## src/rtl/branch_unit_if.sv

```systemverilog
// rtl/branch_unit_if.sv - request/result bundle between the execute path and the branch unit
interface branch_unit_if #(
  parameter int XLEN = 32
);
  logic            in_valid;
  logic            in_ready;
  logic [XLEN-1:0] PC;
  logic [XLEN-1:0] Reg0Out;
  logic [XLEN-1:0] Reg1Out;
  logic [XLEN-1:0] imm;
  logic            B;
  logic            BEQ;
  logic            BLT;
  logic            BLTU;
  logic            JMP;
  logic            CALL;
  logic            RET;
  logic            flush;
  logic            out_valid;
  logic            out_ready;
  logic [XLEN-1:0] BrPC;
  logic            Branch;
  logic            ras_used;
  logic            ras_miss;

  modport master (
    output in_valid, PC, Reg0Out, Reg1Out, imm,
    output B, BEQ, BLT, BLTU, JMP, CALL, RET, flush, out_ready,
    input  in_ready, out_valid, BrPC, Branch, ras_used, ras_miss
  );

  modport slave (
    input  in_valid, PC, Reg0Out, Reg1Out, imm,
    input  B, BEQ, BLT, BLTU, JMP, CALL, RET, flush, out_ready,
    output in_ready, out_valid, BrPC, Branch, ras_used, ras_miss
  );
endinterface

```

## src/rtl/branch_unit.sv

```systemverilog
// rtl/branch_unit.sv - registered branch resolution with a circular return-address stack
module branch_unit #(
  parameter int XLEN        = 32,
  parameter int RAS_DEPTH   = 8,
  parameter bit RAS_EN      = 1'b1,
  parameter int INSTR_BYTES = 4
) (
  input logic        clk,
  input logic        rst,
  branch_unit_if.slave bus
);
  localparam int PW = $clog2(RAS_DEPTH);
  localparam int CW = PW + 1;

  typedef enum logic [2:0] {
    OP_NONE, OP_B, OP_BEQ, OP_BLT, OP_BLTU, OP_JMP, OP_CALL, OP_RET
  } op_t;

  op_t             op;
  logic            taken;
  logic            ras_hit;
  logic            ras_empty;
  logic            accept;
  logic            ready;
  logic [XLEN-1:0] seq_target;
  logic [XLEN-1:0] link;
  logic [XLEN-1:0] ras_top;
  logic [XLEN-1:0] target;

  logic            out_valid_q;
  logic [XLEN-1:0] brpc_q;
  logic            branch_q;
  logic            used_q;
  logic            miss_q;

  always_comb begin
    op = OP_NONE;
    if (bus.B)         op = OP_B;
    else if (bus.BEQ)  op = OP_BEQ;
    else if (bus.BLT)  op = OP_BLT;
    else if (bus.BLTU) op = OP_BLTU;
    else if (bus.JMP)  op = OP_JMP;
    else if (bus.CALL) op = OP_CALL;
    else if (bus.RET)  op = OP_RET;
  end

  always_comb begin
    taken = 1'b0;
    case (op)
      OP_B:    taken = (bus.Reg0Out != bus.Reg1Out);
      OP_BEQ:  taken = (bus.Reg0Out == bus.Reg1Out);
      OP_BLT:  taken = ($signed(bus.Reg0Out) < $signed(bus.Reg1Out));
      OP_BLTU: taken = (bus.Reg0Out < bus.Reg1Out);
      OP_JMP, OP_CALL, OP_RET: taken = 1'b1;
      default: taken = 1'b0;
    endcase
  end

  assign seq_target = bus.PC + bus.imm;
  assign link       = bus.PC + XLEN'(INSTR_BYTES);
  assign ras_hit    = (op == OP_RET) && !ras_empty;
  assign target     = ras_hit ? ras_top : ((op == OP_RET) ? bus.Reg0Out : seq_target);

  // in_ready looks only at the output register, so accept and drain may share an edge
  assign ready        = !out_valid_q || bus.out_ready;
  assign accept       = bus.in_valid && ready && !bus.flush;
  assign bus.in_ready = ready;

  generate
    if (RAS_EN) begin : g_ras
      logic [XLEN-1:0] mem [RAS_DEPTH];
      logic [PW-1:0]   wp;
      logic [CW-1:0]   count;
      logic [PW-1:0]   top_idx;

      assign top_idx   = wp - PW'(1);
      assign ras_top   = mem[top_idx];
      assign ras_empty = (count == '0);

      // Entries carry no reset; count alone decides what is valid
      always_ff @(posedge clk) begin
        if (!rst && accept && op == OP_CALL) mem[wp] <= link;
      end

      always_ff @(posedge clk) begin
        if (rst) begin
          wp    <= '0;
          count <= '0;
        end else if (accept && op == OP_CALL) begin
          wp <= wp + PW'(1);
          if (count != CW'(RAS_DEPTH)) count <= count + CW'(1);
        end else if (accept && ras_hit) begin
          wp    <= top_idx;
          count <= count - CW'(1);
        end
      end
    end else begin : g_no_ras
      assign ras_top   = '0;
      assign ras_empty = 1'b1;
    end
  endgenerate

  always_ff @(posedge clk) begin
    if (rst) begin
      out_valid_q <= 1'b0;
      brpc_q      <= '0;
      branch_q    <= 1'b0;
      used_q      <= 1'b0;
      miss_q      <= 1'b0;
    end else if (accept) begin
      out_valid_q <= 1'b1;
      brpc_q      <= target;
      branch_q    <= taken;
      used_q      <= ras_hit;
      miss_q      <= RAS_EN && (op == OP_RET) && ras_empty;
    end else if (bus.flush || bus.out_ready) begin
      out_valid_q <= 1'b0;
    end
  end

  assign bus.out_valid = out_valid_q;
  assign bus.BrPC      = brpc_q;
  assign bus.Branch    = branch_q;
  assign bus.ras_used  = used_q;
  assign bus.ras_miss  = miss_q;
endmodule

```

## src/flat_wrapper.sv

```systemverilog
// flat-port wrapper written by rule: the top's interface ports become plain ports
module branch_unit_flat 
#(
  parameter int XLEN        = 32,
  parameter int RAS_DEPTH   = 8,
  parameter bit RAS_EN      = 1'b1,
  parameter int INSTR_BYTES = 4
)
  (clk, rst, bus_in_valid, bus_PC, bus_Reg0Out, bus_Reg1Out, bus_imm, bus_B, bus_BEQ, bus_BLT, bus_BLTU, bus_JMP, bus_CALL, bus_RET, bus_flush, bus_out_ready, bus_in_ready, bus_out_valid, bus_BrPC, bus_Branch, bus_ras_used, bus_ras_miss);
  branch_unit_if #(.XLEN(XLEN)) bus_i ();
  input logic clk;
  input logic rst;
  input wire logic [$bits(bus_i.in_valid)-1:0] bus_in_valid;
  input wire logic [$bits(bus_i.PC)-1:0] bus_PC;
  input wire logic [$bits(bus_i.Reg0Out)-1:0] bus_Reg0Out;
  input wire logic [$bits(bus_i.Reg1Out)-1:0] bus_Reg1Out;
  input wire logic [$bits(bus_i.imm)-1:0] bus_imm;
  input wire logic [$bits(bus_i.B)-1:0] bus_B;
  input wire logic [$bits(bus_i.BEQ)-1:0] bus_BEQ;
  input wire logic [$bits(bus_i.BLT)-1:0] bus_BLT;
  input wire logic [$bits(bus_i.BLTU)-1:0] bus_BLTU;
  input wire logic [$bits(bus_i.JMP)-1:0] bus_JMP;
  input wire logic [$bits(bus_i.CALL)-1:0] bus_CALL;
  input wire logic [$bits(bus_i.RET)-1:0] bus_RET;
  input wire logic [$bits(bus_i.flush)-1:0] bus_flush;
  input wire logic [$bits(bus_i.out_ready)-1:0] bus_out_ready;
  output wire logic [$bits(bus_i.in_ready)-1:0] bus_in_ready;
  output wire logic [$bits(bus_i.out_valid)-1:0] bus_out_valid;
  output wire logic [$bits(bus_i.BrPC)-1:0] bus_BrPC;
  output wire logic [$bits(bus_i.Branch)-1:0] bus_Branch;
  output wire logic [$bits(bus_i.ras_used)-1:0] bus_ras_used;
  output wire logic [$bits(bus_i.ras_miss)-1:0] bus_ras_miss;
  assign bus_i.in_valid = bus_in_valid;
  assign bus_i.PC = bus_PC;
  assign bus_i.Reg0Out = bus_Reg0Out;
  assign bus_i.Reg1Out = bus_Reg1Out;
  assign bus_i.imm = bus_imm;
  assign bus_i.B = bus_B;
  assign bus_i.BEQ = bus_BEQ;
  assign bus_i.BLT = bus_BLT;
  assign bus_i.BLTU = bus_BLTU;
  assign bus_i.JMP = bus_JMP;
  assign bus_i.CALL = bus_CALL;
  assign bus_i.RET = bus_RET;
  assign bus_i.flush = bus_flush;
  assign bus_i.out_ready = bus_out_ready;
  assign bus_in_ready = bus_i.in_ready;
  assign bus_out_valid = bus_i.out_valid;
  assign bus_BrPC = bus_i.BrPC;
  assign bus_Branch = bus_i.Branch;
  assign bus_ras_used = bus_i.ras_used;
  assign bus_ras_miss = bus_i.ras_miss;
  branch_unit #(.XLEN(XLEN), .RAS_DEPTH(RAS_DEPTH), .RAS_EN(RAS_EN), .INSTR_BYTES(INSTR_BYTES)) u_core (.clk(clk), .rst(rst), .bus(bus_i));
endmodule
```

## config.mk

```make
export PLATFORM = sky130hd
export DESIGN_NAME = branch_unit_flat
export DESIGN_NICKNAME = d
export VERILOG_FILES = /design/src/rtl/branch_unit_if.sv /design/src/rtl/branch_unit.sv /design/src/flat_wrapper.sv
export SDC_FILE = /design/constraint.sdc
export NUM_CORES = 1
export LEC_CHECK = 0
export CAP_MARGIN = 40
export CORE_ASPECT_RATIO = 0.7
export CORE_UTILIZATION = 63
export CTS_BUF_LIST = sky130_fd_sc_hd__clkbuf_8
export CTS_CLUSTER_SIZE = 40
export DETAILED_ROUTE_END_ITERATION = 16
export GPL_ROUTABILITY_DRIVEN = 0
export PLACE_DENSITY = 0.95
export SETUP_SLACK_MARGIN = 0.15
export SLEW_MARGIN = 20
export SYNTH_ARGS = -nofsm -noshare
export SYNTH_HDL_FRONTEND = slang
export SYNTH_SLANG_ARGS = --single-unit
export TNS_END_PERCENT = 50
```

## constraint.sdc

```tcl
create_clock -name clk -period 15.1 [get_ports clk]
set_clock_uncertainty 0.1 [all_clocks]
set_input_delay 3.02 -clock clk [delete_from_list [all_inputs] [get_ports clk]]
set_output_delay 3.02 -clock clk [all_outputs]
set_load 0.1 [all_outputs]
```

## Word level (Yosys, flattened, before mapping)

Memory sizes are Yosys's and may differ from the RTL's.
Index checks and enable logic that the tools add are counted.
W data, S select, Z words.

- Eq/ne operators: 11
- $add $sub $neg: 6
- Order comparisons: 2
- Reductions and logical operators: 19
- Multiplexer cells: 19

Operator list:

| kind | count |
|---|---|
| $lt A32 B32 Y1 | 2 |
| $mux W32 | 2 |
| $add A32 B3 Y32 const B | 1 |
| $add A32 B32 Y32 | 1 |
| $eq A32 B32 Y1 | 1 |
| $ne A32 B32 Y1 | 1 |
| $mux W3 | 9 |
| $eq A3 B3 Y1 const B | 4 |
| $mux W4 | 3 |
| $logic_and A1 B1 Y1 | 8 |
| $eq A3 B2 Y1 const B | 2 |
| $pmux W1 S5 | 1 |
| $add A4 B1 Y4 const B | 1 |
| $logic_not A1 Y1 | 4 |
| $logic_not A4 Y1 | 1 |
| $mux W1 | 4 |
| $ne A4 B4 Y1 const B | 1 |
| $reduce_bool A2 Y1 | 2 |
| $sub A4 B1 Y4 const B | 1 |
| $add A3 B1 Y3 const B | 1 |
| $eq A3 B1 Y1 const B | 1 |
| $reduce_or A3 Y1 | 1 |
| $sub A3 B1 Y3 const B | 1 |
| $logic_or A1 B1 Y1 | 2 |
| other kinds (2) | 2 |

- Bits in writable memories: 256
- Bits in registers: 43
- Memories kept: 1
- Output and inout port bits: 37
- Logic and storage cells: 65
- Input bits: 140

Memories:

| name | words | bits a word | rd ports | clocked after memory_dff | wr ports | line | text |
|---|---|---|---|---|---|---|---|
| u_core.g_ras.mem | 8 | 32 | 1 | 0 | 1 | branch_unit.sv:71 | `logic [XLEN-1:0] mem [RAS_DEPTH];` |

## Longest topological paths before layout

- Word-level depth: 12
- Depth in mapped cells: 13
- Mapped depth without buffers: 11

## Least setup slack after synthesis

Ideal clock, no wire load.

- Kind: in2reg
- Start point: input bus_out_ready
- End point: memory u_core.g_ras.mem[0][0] (enable)
- Slack: 7.119 ns
- Required time: 14.487 ns
- Stages on the path: 6
- Path buffers: 1
- Data arrival time: 7.368 ns
- Library setup time: 0.513 ns
- Cells stage by stage: nor2b_1 nor3b_2 and3_1 clkbuf_1 inv_2 nor4b_1

- Word-level cells in the longest chain between the ends: 7

Ends and longest elaborated chain:

| what | line | text |
|---|---|---|
| start, declared | flat_wrapper.sv:26 | `input wire logic [$bits(bus_i.out_ready)-1:0] bus_out_ready;` |
| $logic_or A1 B1 Y1 | branch_unit.sv:65 | `assign ready = !out_valid_q \|\| bus.out_ready;` |
| $logic_and A1 B1 Y1 (2 in a row) | branch_unit.sv:66 | `assign accept = bus.in_valid && ready && !bus.flush;` |
| $logic_and A1 B1 Y1 (2 in a row) | branch_unit.sv:82 | `if (!rst && accept && op == OP_CALL) mem[wp] <= link;` |
| $mux W1 | branch_unit.sv:82 |  |
| $mux W1 (not written as such) | branch_unit.sv:82 |  |
| end, declared | branch_unit.sv:71 |  |

Every way passes these cells.

## Worst setup path in the final report

- Start point: input bus_out_ready
- End point: output bus_in_ready

- Word-level cells in the longest chain between the ends: 1

Ends and longest elaborated chain:

| what | line | text |
|---|---|---|
| $logic_or A1 B1 Y1 | branch_unit.sv:65 |  |
| end, declared | flat_wrapper.sv:27 | `output wire logic [$bits(bus_i.in_ready)-1:0] bus_in_ready;` |

Every way passes these cells.

==> run summary <==
Fin. max-slew vios = 0
Worst supply voltage drop on vdd = 0.09686 mV
# setup viols final = 0
Post-CTS Hold Fix Bufs = 0
FF/Latch Area = 8552 sq um
Fin Setup TNS = 0 ns
Met2 demand-to-capacity share in global routing = 59.99%
Most frequent cell on the critical path = clkdlybuf4s50_1
Pre-Repair DR Iteration Count = 7
Number of primary I/O pins = 177
Share of the yosys chip area belonging to registers = 57.49%
Yosys cell types = 65
Capture point of the worst path = bus_in_ready
Reg-to-reg endpoint = u_core.g_ras.mem[4][16]
Worst path bufs/invs = 4
Reg2reg setup slack = 11.49 ns
Number of nets in the layout = 1,552
Cell with the largest stage delay on the worst path = clkdlybuf4s50_1
Area of the multi-input gates = 6025 sq um
Critical path launch point type = primary input
Wire length of the first global-routing pass = 68.43 mm
Routed wire length = 45.69 mm
Ys async rst share = 0%
Post-DRT Antenna Nets = 0
FMAX = 131.3 MHz
EDFF count, synth = 256
Cell Rows = 46
Worst slack on hold paths = 0.4062 ns
Count of cell instances traversed by the critical path = 5
Fill cell instance count of the final layout = 1,098
Post-CTS Setup Repair Bufs = 0
Synthesis Warnings = 0
Via count = 11.80k
Final worst path period need = 7.618 ns
Worst Path Arrival = 4.50 ns
Most congested layer reported by global routing = met2
Most frequent cell after synthesis = edfxtp_1
Cells traversed along the worst timing path = clkdlybuf4s50_1 -> nor2b_1 -> inv_1 -> clkdlybuf4s50_1 -> buf_8
Met3 routing resource usage after global routing = 12.86%
Origin of the worst setup path = bus_out_ready
Result of the run = finished clean
Most frequent cells after synthesis = edfxtp_1, nor2_1, ha_1
Syn nets = 1,323
Final worst slack = 7.482 ns
Largest net degree at the start of global routing = 49
Max-Slew Margin vs Limit = 42.80%
Effective utilization at floorplan = 64.91%
Critical path endpoint category = output port
Detail-routed via count per cell = 6.986
Startpoint of the lowest-slack register-to-register path = u_core.bus.out_valid
Required time of the critical path = 11.98 ns
Global routing usage summed across all routing layers = 38.75%
Syn avg cell area = 13.36 sq um
Horiz. Die Dim = 185.6 um
Vertical die dimension = 130.5 um
Final routed DRC violation total = 0
Highest cell delay on the worst timing path = 0.48 ns
Number of H-tree levels = 2
Remaining global-route overflow = 0
Flop and latch count out of synthesis = 299
Setup repair after global routing missed its margin = false
Global Route met1 Usage = 48.68%
Worst setup slack before clock tree synthesis = 7.496 ns
Max-cap check violation count = 0
Final clock period utilization by the worst path = 50.45%
CTS sink cnt = 299
Clock slew at reported path FFs = 0.07 ns
TritonCTS clock tree = yes
Floorplan die area = 24,230 sq um
Post-synthesis cell count = 1,113
Core region area = 22,910 sq um
Cells taking the most area after synthesis = edfxtp_1, mux4_2, dfxtp_1, ha_1, mux2i_1
Iteration-0 DRC count of the detailed router = 1,811
Number of cell instances on the worst register-to-register path = 7
Worst-path maximum fanout = 3
Bufs on Longest Clock Path = 3
Count of input and output buffers = 176
Transition time at the pin with the least slew margin = 0.8519 ns
Inserted Clock Buffers = 44
Most used flip-flop cell after synthesis = edfxtp_1
Netlist Area Pre-Place = 14,870 sq um
Leading area contributor after synthesis = edfxtp_1
Number of global-route vias before repair = 11.88k
Area growth from synthesis to layout = 25.01%
Proportion of netlist area held by the largest area contributor = 51.70%
Worst Path Class, Setup = primary input to output port
Power density of the placed cells = 100.1 nW/um^2
Power after layout = 0.001860 W
Family of cells with the greatest summed delay on the critical path = buffers and inverters
Ratio of cells with drive above 1 in the final layout = 15.41%
Path class of the lowest-slack min-delay path = flop to flop
Detailed Place HPWL = 30.28 mm
Initial antenna violation count = 1
Latest clock arrival within the worst-skew pair = 0.56 ns
Number of hold-slack violations in the final timing report = 0
Resized cells post-CTS = 0
Total leakage power = 6.839 nW
Wire length per cell = 27.05 um
Buffer cell driving the clock tree root = clkbuf_8
## where the power goes
part           switching, W  internal (W)
Sequential       0.00000500      0.000903
Clock              0.000313      0.000332
Combinational      0.000186      0.000121
Total              0.000503       0.00136
## kinds of logic (layout without fill, tap and decap cells)
kind of cell,count (synthesis),in the layout,synth area share [%]
compound gates,216,216,9.510
xor+xnor,61,61,3.593
fa+ha+maj,70,70,5.992
buf+inv,99,362,2.626
flops,299,299,57.49
mux,101,101,12.19
other cells,0,1,0
simple gates,267,267,8.592
## metal layers
metal  part of all wire (%)  vias to the layer above  wire (um)
met2                     45                     1187      20360
met3                     15                      327       6896
met4                    6.7                        2       3080
met5                  0.035                        -         16
li1                       -                     4756          -
met1                     34                     5528      15340
## sequential cells by signal (all words and copies together) (netlist names)
register / cells
u_core.bus.out_valid: 1
u_core.g_ras.mem: 256
u_core.bus.ras_used: 1
u_core.bus.Branch: 1
u_core.g_ras.wp: 3
u_core.bus.BrPC: 32
u_core.g_ras.count: 4
u_core.bus.ras_miss: 1
## area by class of cell
type,instances,area share [%]
Tap cell,312,2.100
Clock inverter,28,0.8011
Sequential cell,299,46.01
Timing Repair Buffer,234,13.84
Antenna cell,1,0.01346
Inverter,48,0.9694
Clock buffer,52,3.851
Multi-Input combinational cell,715,32.41
## cell usage in the layout (no fill, tap or decap), types with 31 or more instances in the layout
cell type / netlist / final
edfxtp_1: 256 / 256
clkdlybuf4s50_1: 0 / 175
nor2_1: 95 / 93
ha_1: 68 / 67
a21oi_1: 66 / 66
mux4_2: 64 / 64
inv_1: 47 / 61
clkbuf_8: 0 / 52
nand2_1: 50 / 50
dfxtp_1: 43 / 42
xnor2_1: 40 / 40
mux2i_1: 36 / 36
buf_8: 0 / 33
a211oi_1: 31 / 31
## how the worst min path moves through the flow
stage / cells after the start / end / slack (ns) / from
5_1_grt: 2 / u_core.bus.BrPC[8] / 0.42 / u_core.bus.BrPC[8]
6_report: 2 / u_core.bus.BrPC[4] / 0.41 / u_core.bus.BrPC[4]
3_5_place_dp: 2 / u_core.bus.BrPC[14] / 0.37 / u_core.bus.BrPC[14]
3_3_place_gp: 2 / u_core.bus.BrPC[14] / 0.36 / u_core.bus.BrPC[14]
2_1_floorplan: 2 / u_core.g_ras.count[1] / 0.40 / u_core.g_ras.count[1]
4_1_cts: 2 / u_core.bus.BrPC[14] / 0.41 / u_core.bus.BrPC[14]
## worst register-to-register path: stages, from the launching register on
cell and delay, ns:
dfxtp_1 0.31, nor2b_1 0.18, nor3b_4 0.17, buf_4 0.51, and3_1 0.46, nand2_1 0.26
nor4_2 0.69, buf_4 0.56
## stage by stage
step,area (sq um),std cells,util [%]
6_report,18590,1689,81.14
5_1_grt,18580,1688,81.13
4_1_cts,18560,1687,81.01
3_5_place_dp,17690,1607,77.23
3_3_place_gp,17040,1568,74.38
2_1_floorplan,14870,1113,-
(Power assumes the default switching activity.)
